## src/rtl/bus_data_sync.sv

```systemverilog
// rtl/bus_data_sync.sv - enable-qualified bus synchronizer with pulse generation; BUS_DATA_SYNC_TOGGLE_EN selects toggle-mode enable
module bus_data_sync #(
    parameter int NUM_STAGES = 2,
    parameter int BUS_WIDTH  = 8
) (
    input  logic                 CLK,
    input  logic                 RST,
    input  logic [BUS_WIDTH-1:0] UNSYNC_BUS,
    input  logic                 BUS_ENABLE,
    output logic [BUS_WIDTH-1:0] SYNC_BUS,
    output logic                 ENABLE_PULSE
);

    // Reject illegal configurations at elaboration time
    if (NUM_STAGES < 2 || NUM_STAGES > 8) begin : g_bad_stages
        $error("bus_data_sync: NUM_STAGES must be in 2..8");
    end
    if (BUS_WIDTH < 1 || BUS_WIDTH > 32) begin : g_bad_width
        $error("bus_data_sync: BUS_WIDTH must be in 1..32");
    end

    logic [NUM_STAGES-1:0] sync_q;
    logic                  sync_out;
    logic                  pg_ff;
    logic                  pulse_c;

    assign sync_out = sync_q[NUM_STAGES-1];

    // Only the enable crosses through the flop chain; the bus is captured
    // once the synchronized enable proves it has been stable for a while.
    always_ff @(posedge CLK or posedge RST) begin
        if (RST) begin
            sync_q <= '0;
        end else begin
            sync_q <= {sync_q[NUM_STAGES-2:0], BUS_ENABLE};
        end
    end

    // Delayed copy of the synchronized enable for edge detection
    always_ff @(posedge CLK or posedge RST) begin
        if (RST) begin
            pg_ff <= 1'b0;
        end else begin
            pg_ff <= sync_out;
        end
    end

    // Rising edge in level mode, any edge in toggle mode
    always_comb begin
        pulse_c = 1'b0;
`ifdef BUS_DATA_SYNC_TOGGLE_EN
        pulse_c = sync_out ^ pg_ff;
`else
        pulse_c = sync_out & ~pg_ff;
`endif
    end

    // Registered strobe and bus capture; the bus is only sampled on a pulse
    always_ff @(posedge CLK or posedge RST) begin
        if (RST) begin
            ENABLE_PULSE <= 1'b0;
            SYNC_BUS     <= '0;
        end else begin
            ENABLE_PULSE <= pulse_c;
            if (pulse_c) begin
                SYNC_BUS <= UNSYNC_BUS;
            end
        end
    end

endmodule

```

## config.mk

```make
export PLATFORM = sky130hd
export DESIGN_NAME = bus_data_sync
export DESIGN_NICKNAME = d
export VERILOG_FILES = /design/src/rtl/bus_data_sync.sv
export SDC_FILE = /design/constraint.sdc
export NUM_CORES = 1
export LEC_CHECK = 0
export CORE_AREA = 2 2 39 41
export CTS_CLUSTER_SIZE = 28
export DETAILED_ROUTE_END_ITERATION = 8
export DIE_AREA = 0 0 41 43
export DONT_BUFFER_PORTS = 1
export PLACE_DENSITY = 0.49
export SYNTH_ARGS = -nofsm -noshare
export SYNTH_HDL_FRONTEND = slang
export SYNTH_SLANG_ARGS = --single-unit
```

## constraint.sdc

```tcl
create_clock -name CLK -period 1.3 [get_ports CLK]
set_input_delay 0.39 -clock CLK [delete_from_list [all_inputs] [get_ports CLK]]
set_output_delay 0.39 -clock CLK [all_outputs]
set_load 0.01 [all_outputs]
```

==> flow_metrics.env, run 1 <==
export IMPL_numCtsBuffers=3
export IMPL_ios=20
export IMPL_final_cell_mix="dfrtp_1 (12), mux2_4 (8), clkbuf_4 (3)"
export IMPL_hold_buffers=0
export IMPL_cp_start_kind="register"
export IMPL_avgViaCountPerCell=4.76
export IMPL_finalClockSkew_ps=0.737
export IMPL_dp_cells=38
export IMPL_vias=200
export IMPL_reg2regPathDepth=2
export IMPL_final_cell_count_no_fill=42
export IMPL_endpoint="SYNC_BUS[0]$_DFFE_PP0P_"
export IMPL_slew_headroom=0.712
export IMPL_cellPowerDensity_mw_per_mm2=1670
export IMPL_regArea_um2=300
export IMPL_clk_path_buf_depth=2
export IMPL_avgSynthCellArea_um2=19.9
export IMPL_nets=38
export IMPL_syn_area_um2=458
export IMPL_crit_fanout=9
export IMPL_cp_depth=2
export IMPL_tritoncts="yes"
export IMPL_area_growth_pct=7.92
export IMPL_tightest_slew_ps=432
export IMPL_rrSetupSlack_ps=120
export IMPL_maxCapViolCount=0
export IMPL_grt_pass1_vias=236
export IMPL_status="complete, no violations"
export IMPL_die_area_mm2=0.00176
export IMPL_mostFrequentLayoutCell="dfrtp_1"
export IMPL_syn_inst=23
export IMPL_hold_viol=0
export IMPL_yosys_warnings=0
export IMPL_htree_levels=1
export IMPL_fin_crit_sh=0.906
export IMPL_cts_resized_gates=0
export IMPL_start_util=0.331
export IMPL_grt_remaining_overflow=0
export IMPL_postSynthNetCount=34
export IMPL_r2r_end="SYNC_BUS[0]$_DFFE_PP0P_"
export IMPL_clock_sinks=12
export IMPL_cp_startpoint="pg_ff$_DFF_PP0_"
export IMPL_cts_root_buf="clkbuf_4"
export IMPL_leakagePower_nw=0.235
export IMPL_fmax_mhz=849
export IMPL_ir_drop_v=0.000533
export IMPL_critPathCaptureType="register"
export IMPL_drc=0
export IMPL_fin_crit_ps=1180
export IMPL_multi_input_comb_area_um2=134
export IMPL_dp_hpwl_um=473
export IMPL_yosysSeqAreaShare=0.656
export IMPL_detail_route_antenna_nets=0
export IMPL_setup_viol=0
export IMPL_worstPathBufferInverterCount=0
export IMPL_totalWireLength_um=632
export IMPL_routedWlPerCell_um=15.0
export IMPL_critPathSlowestCell="dfrtp_1"
export IMPL_report_final_slew_viol_count=0
export IMPL_core_area_mm2=0.00138
export IMPL_setup_tns_ps=0
export IMPL_drtPass1Iterations=1
export IMPL_ys_types=5
export IMPL_regToRegStartpoint="pg_ff$_DFF_PP0_"
export IMPL_critical_path_class="register to register"
export IMPL_rsz0062_at_grt="false"
export IMPL_clk_latency_ps=260
export IMPL_ys_ff_latch=12
export IMPL_grt_antenna_before_repair=0
export IMPL_portBuffers=0
export IMPL_grt_max_degree=13
export IMPL_crit_chain="nor2b_4 -> mux2_4"
export IMPL_drive_gt1_frac=0.500
export IMPL_cp_arrival_ps=1330
export IMPL_place_congestion=0.550
export IMPL_clk_pin_slew_ps=70
export IMPL_drtIter0Drc=0
export IMPL_worst_hold_path_type="primary input to asynchronous set/reset pin"
export IMPL_grt_pass1_wl_um=1120
export IMPL_cp_top_family="flip-flops"
export IMPL_grtUsageTotal=0.0987
export IMPL_max_stage_delay_ps=400
export IMPL_dieHeight_um=43
export IMPL_diodes=0
export IMPL_postCtsSetupRepairBufs=0
export IMPL_nFillCells=126
export IMPL_row_count=14
export IMPL_cp_required_ps=1450
export IMPL_die_w_um=41
==> power breakdown <==
group          internal, mW  total, mW  switching (mW)
registers             0.416      0.462          0.0463
clock network         0.170      0.285           0.115
logic                0.0539     0.0772          0.0233
==> cell families (layout without fill, tap and decap cells) <==
| group | count (synthesis) | after routing | share of synthesized area |
|---|---|---|---|
| flops | 12 | 12 | 0.656 |
| simple gates | 1 | 1 | 0.0300 |
| mux | 8 | 8 | 0.262 |
| buf+inv | 2 | 5 | 0.0519 |
==> worst min path at each step <==
stage,from,end,slack [ps]
2_1_floorplan,RST,ENABLE_PULSE$_DFF_PP0_,250
3_3_place_gp,RST,ENABLE_PULSE$_DFF_PP0_,300
3_5_place_dp,RST,ENABLE_PULSE$_DFF_PP0_,310
4_1_cts,RST,ENABLE_PULSE$_DFF_PP0_,10
5_1_grt,RST,ENABLE_PULSE$_DFF_PP0_,20
6_report,RST,ENABLE_PULSE$_DFF_PP0_,6
==> stage by stage <==
stage          setup slack, ps  instance area (um2)  hold slack (ps)  power [mW]  utilization
2_1_floorplan              257                  458              255       0.540            -
3_3_place_gp               144                  458              297       0.546        0.331
3_5_place_dp               129                  458              307       0.550        0.331
4_1_cts                    117                  494             14.2       0.840        0.357
5_1_grt                   61.7                  494             22.5       0.890        0.357
6_report                   123                  494             5.50       0.824        0.357
==> cell usage after synthesis <==
master	count	share of area
mux2_4	8	0.26
dfrtp_1	12	0.66
nor2b_4	1	0.030
buf_12	1	0.044
inv_1	1	0.0082
==> routing by layer <==
| layer | wire length [um] | global-route usage | vias up |
|---|---|---|---|
| met5 | 0 | 0 | - |
| met4 | 0 | 0.0600 | 0 |
| met3 | 71 | 0.0419 | 0 |
| met2 | 308 | 0.128 | 12 |
| met1 | 252 | 0.131 | 106 |
| li1 | - | - | 82 |
==> state kept, by name, summed over array words and instances, names as in the netlist <==
| register | flops |
|---|---|
| sync_q | 2 |
| SYNC_BUS | 8 |
| ENABLE_PULSE | 1 |
| pg_ff | 1 |
==> layout make-up <==
cell class                 instances  share of cell area
clock buffer                       4              0.0734
inverter                           1             0.00759
multi-input combinational          9               0.271
sequential                        12               0.608
tap                               16              0.0405
(Power assumes the default switching activity.)
==> inputs of run 2 (changes only) <==
CAP_MARGIN = 40   (was unset)
PLACE_DENSITY = unset   (was 0.49)
==> run 2 against run 1 <==
- total power grew 1.1%
- clock skew up 3.9 ps
- register-to-register slack about the same
- largest cell class unchanged
- cell count unchanged
- highest routed layer unchanged
==> flow_metrics.env, run 2 (synthesized netlist as in run 1, its figures left out) <==
export IMPL_rrSetupSlack_ps=120
export IMPL_numCtsBuffers=3
export IMPL_drc=0
export IMPL_crit_fanout=9
export IMPL_largest_reg_flops=8
export IMPL_grt_pass1_vias=236
export IMPL_largestRegisters="SYNC_BUS: 8 flops, sync_q: 2 flops"
export IMPL_fin_crit_ps=1180
export IMPL_critical_path_class="register to register"
export IMPL_worst_hold_path_type="primary input to asynchronous set/reset pin"
export IMPL_finalClockSkew_ps=4.62
export IMPL_cp_start_kind="register"
export IMPL_maxCapViolCount=0
export IMPL_drtIter0Drc=2
export IMPL_final_cell_count_no_fill=42
export IMPL_fin_area_um2=494
export IMPL_clk_latency_ps=270
export IMPL_core_area_mm2=0.00138
export IMPL_cp_arrival_ps=1340
export IMPL_hold_buffers=0
export IMPL_hold_slack_ps=0.962
export IMPL_drive_gt1_frac=0.500
export IMPL_mostFrequentLayoutCell="dfrtp_1"
export IMPL_place_congestion=0.577
export IMPL_clk_pin_slew_ps=80
export IMPL_avgViaCountPerCell=4.62
export IMPL_cts_resized_gates=0
export IMPL_start_util=0.331
export IMPL_hold_viol=0
export IMPL_total_power_uw=834
export IMPL_setup_tns_ps=0
export IMPL_detail_route_antenna_nets=0
export IMPL_status="complete, no violations"
export IMPL_layout_setup_ws_ps=116
export IMPL_grt_remaining_overflow=0
export IMPL_die_w_um=41
export IMPL_slew_headroom=0.708
export IMPL_dp_slack_ps=103
export IMPL_clk_path_buf_depth=2
export IMPL_grt_pass1_wl_um=1110
export IMPL_p_sw_frac=0.233
export IMPL_fin_crit_sh=0.911
export IMPL_portBuffers=0
export IMPL_fmax_mhz=845
export IMPL_cellPowerDensity_mw_per_mm2=1690
export IMPL_area_growth_pct=7.92
export IMPL_tritoncts="yes"
export IMPL_p_seq_frac=0.556
export IMPL_nets=38
export IMPL_final_core_util=0.357
export IMPL_drtPass1Iterations=2
export IMPL_regMostFlops="SYNC_BUS"
export IMPL_final_cell_mix="dfrtp_1 (12), mux2_4 (8), clkbuf_4 (3)"
export IMPL_tightest_slew_ps=437
export IMPL_cp_startpoint="pg_ff$_DFF_PP0_"
export IMPL_grt_antenna_before_repair=0
export IMPL_clock_sinks=12
export IMPL_reg2regPathDepth=2
export IMPL_placed_area_um2=458
export IMPL_grt_max_degree=13
export IMPL_vias=194
export IMPL_cp_required_ps=1460
export IMPL_report_final_slew_viol_count=0
export IMPL_ios=20
export IMPL_dp_hpwl_um=494
export IMPL_leakagePower_nw=0.235
export IMPL_dieHeight_um=43
export IMPL_power_internal_uw=640
export IMPL_ir_drop_v=0.000661
export IMPL_cts_root_buf="clkbuf_4"
export IMPL_htree_levels=1
export IMPL_r2r_end="SYNC_BUS[2]$_DFFE_PP0P_"
export IMPL_switchingPower_uw=194
export IMPL_grtUsageTotal=0.0987
export IMPL_dp_cells=38
export IMPL_p_comb_frac=0.093
export IMPL_critPathCaptureType="register"
export IMPL_clkPwrFrac=0.351
export IMPL_regToRegStartpoint="pg_ff$_DFF_PP0_"
export IMPL_postCtsSetupRepairBufs=0
export IMPL_routedWlPerCell_um=16.2
export IMPL_rsz0062_at_grt="false"
export IMPL_die_area_mm2=0.00176
export IMPL_setup_viol=0
export IMPL_totalWireLength_um=681
export IMPL_row_count=14
export IMPL_diodes=0
==> run 2: cell counts in the layout (fill, tap and decap cells not counted) <==
No cell type changed its count.
==> run 2: layout make-up <==
type	instances	area [um2]
fillers	133	890
flip-flops and latches	12	300
multi-input cells	9	134
clock buffers	4	36.3
well taps	16	20.0
inverters	1	3.75
==> run 2: power groups by stage <==
stage,Clock (mW),Sequential [mW],Combinational (mW)
4_1_cts,0.299,0.465,0.0796
3_3_place_gp,0,0.471,0.0759
3_5_place_dp,0,0.472,0.0788
2_1_floorplan,0,0.463,0.0776
5_1_grt,0.321,0.471,0.0843
6_report,0.293,0.464,0.0772
==> run 2: worst max path at each step <==
stage,slack [ps],end,cells past startpoint
final,120,SYNC_BUS[2]$_DFFE_PP0P_,2
after global routing,70,SYNC_BUS[1]$_DFFE_PP0P_,2
after CTS,90,SYNC_BUS[2]$_DFFE_PP0P_,2
after detailed placement,100,SYNC_BUS[2]$_DFFE_PP0P_,2
after global placement,140,SYNC_BUS[1]$_DFFE_PP0P_,2
after floorplan,260,SYNC_BUS[0]$_DFFE_PP0P_,3
==> run 2: layer usage <==
metal	GRT usage	wire length, um
met4	0.0400	0
met3	0.0628	73
met2	0.144	335
met1	0.111	272
met5	0	0
==> run 2: worst max-delay path, stage by stage (launching register included) <==
cell and delay, ps:
dfrtp_1 400, nor2b_4 330, mux2_4 340
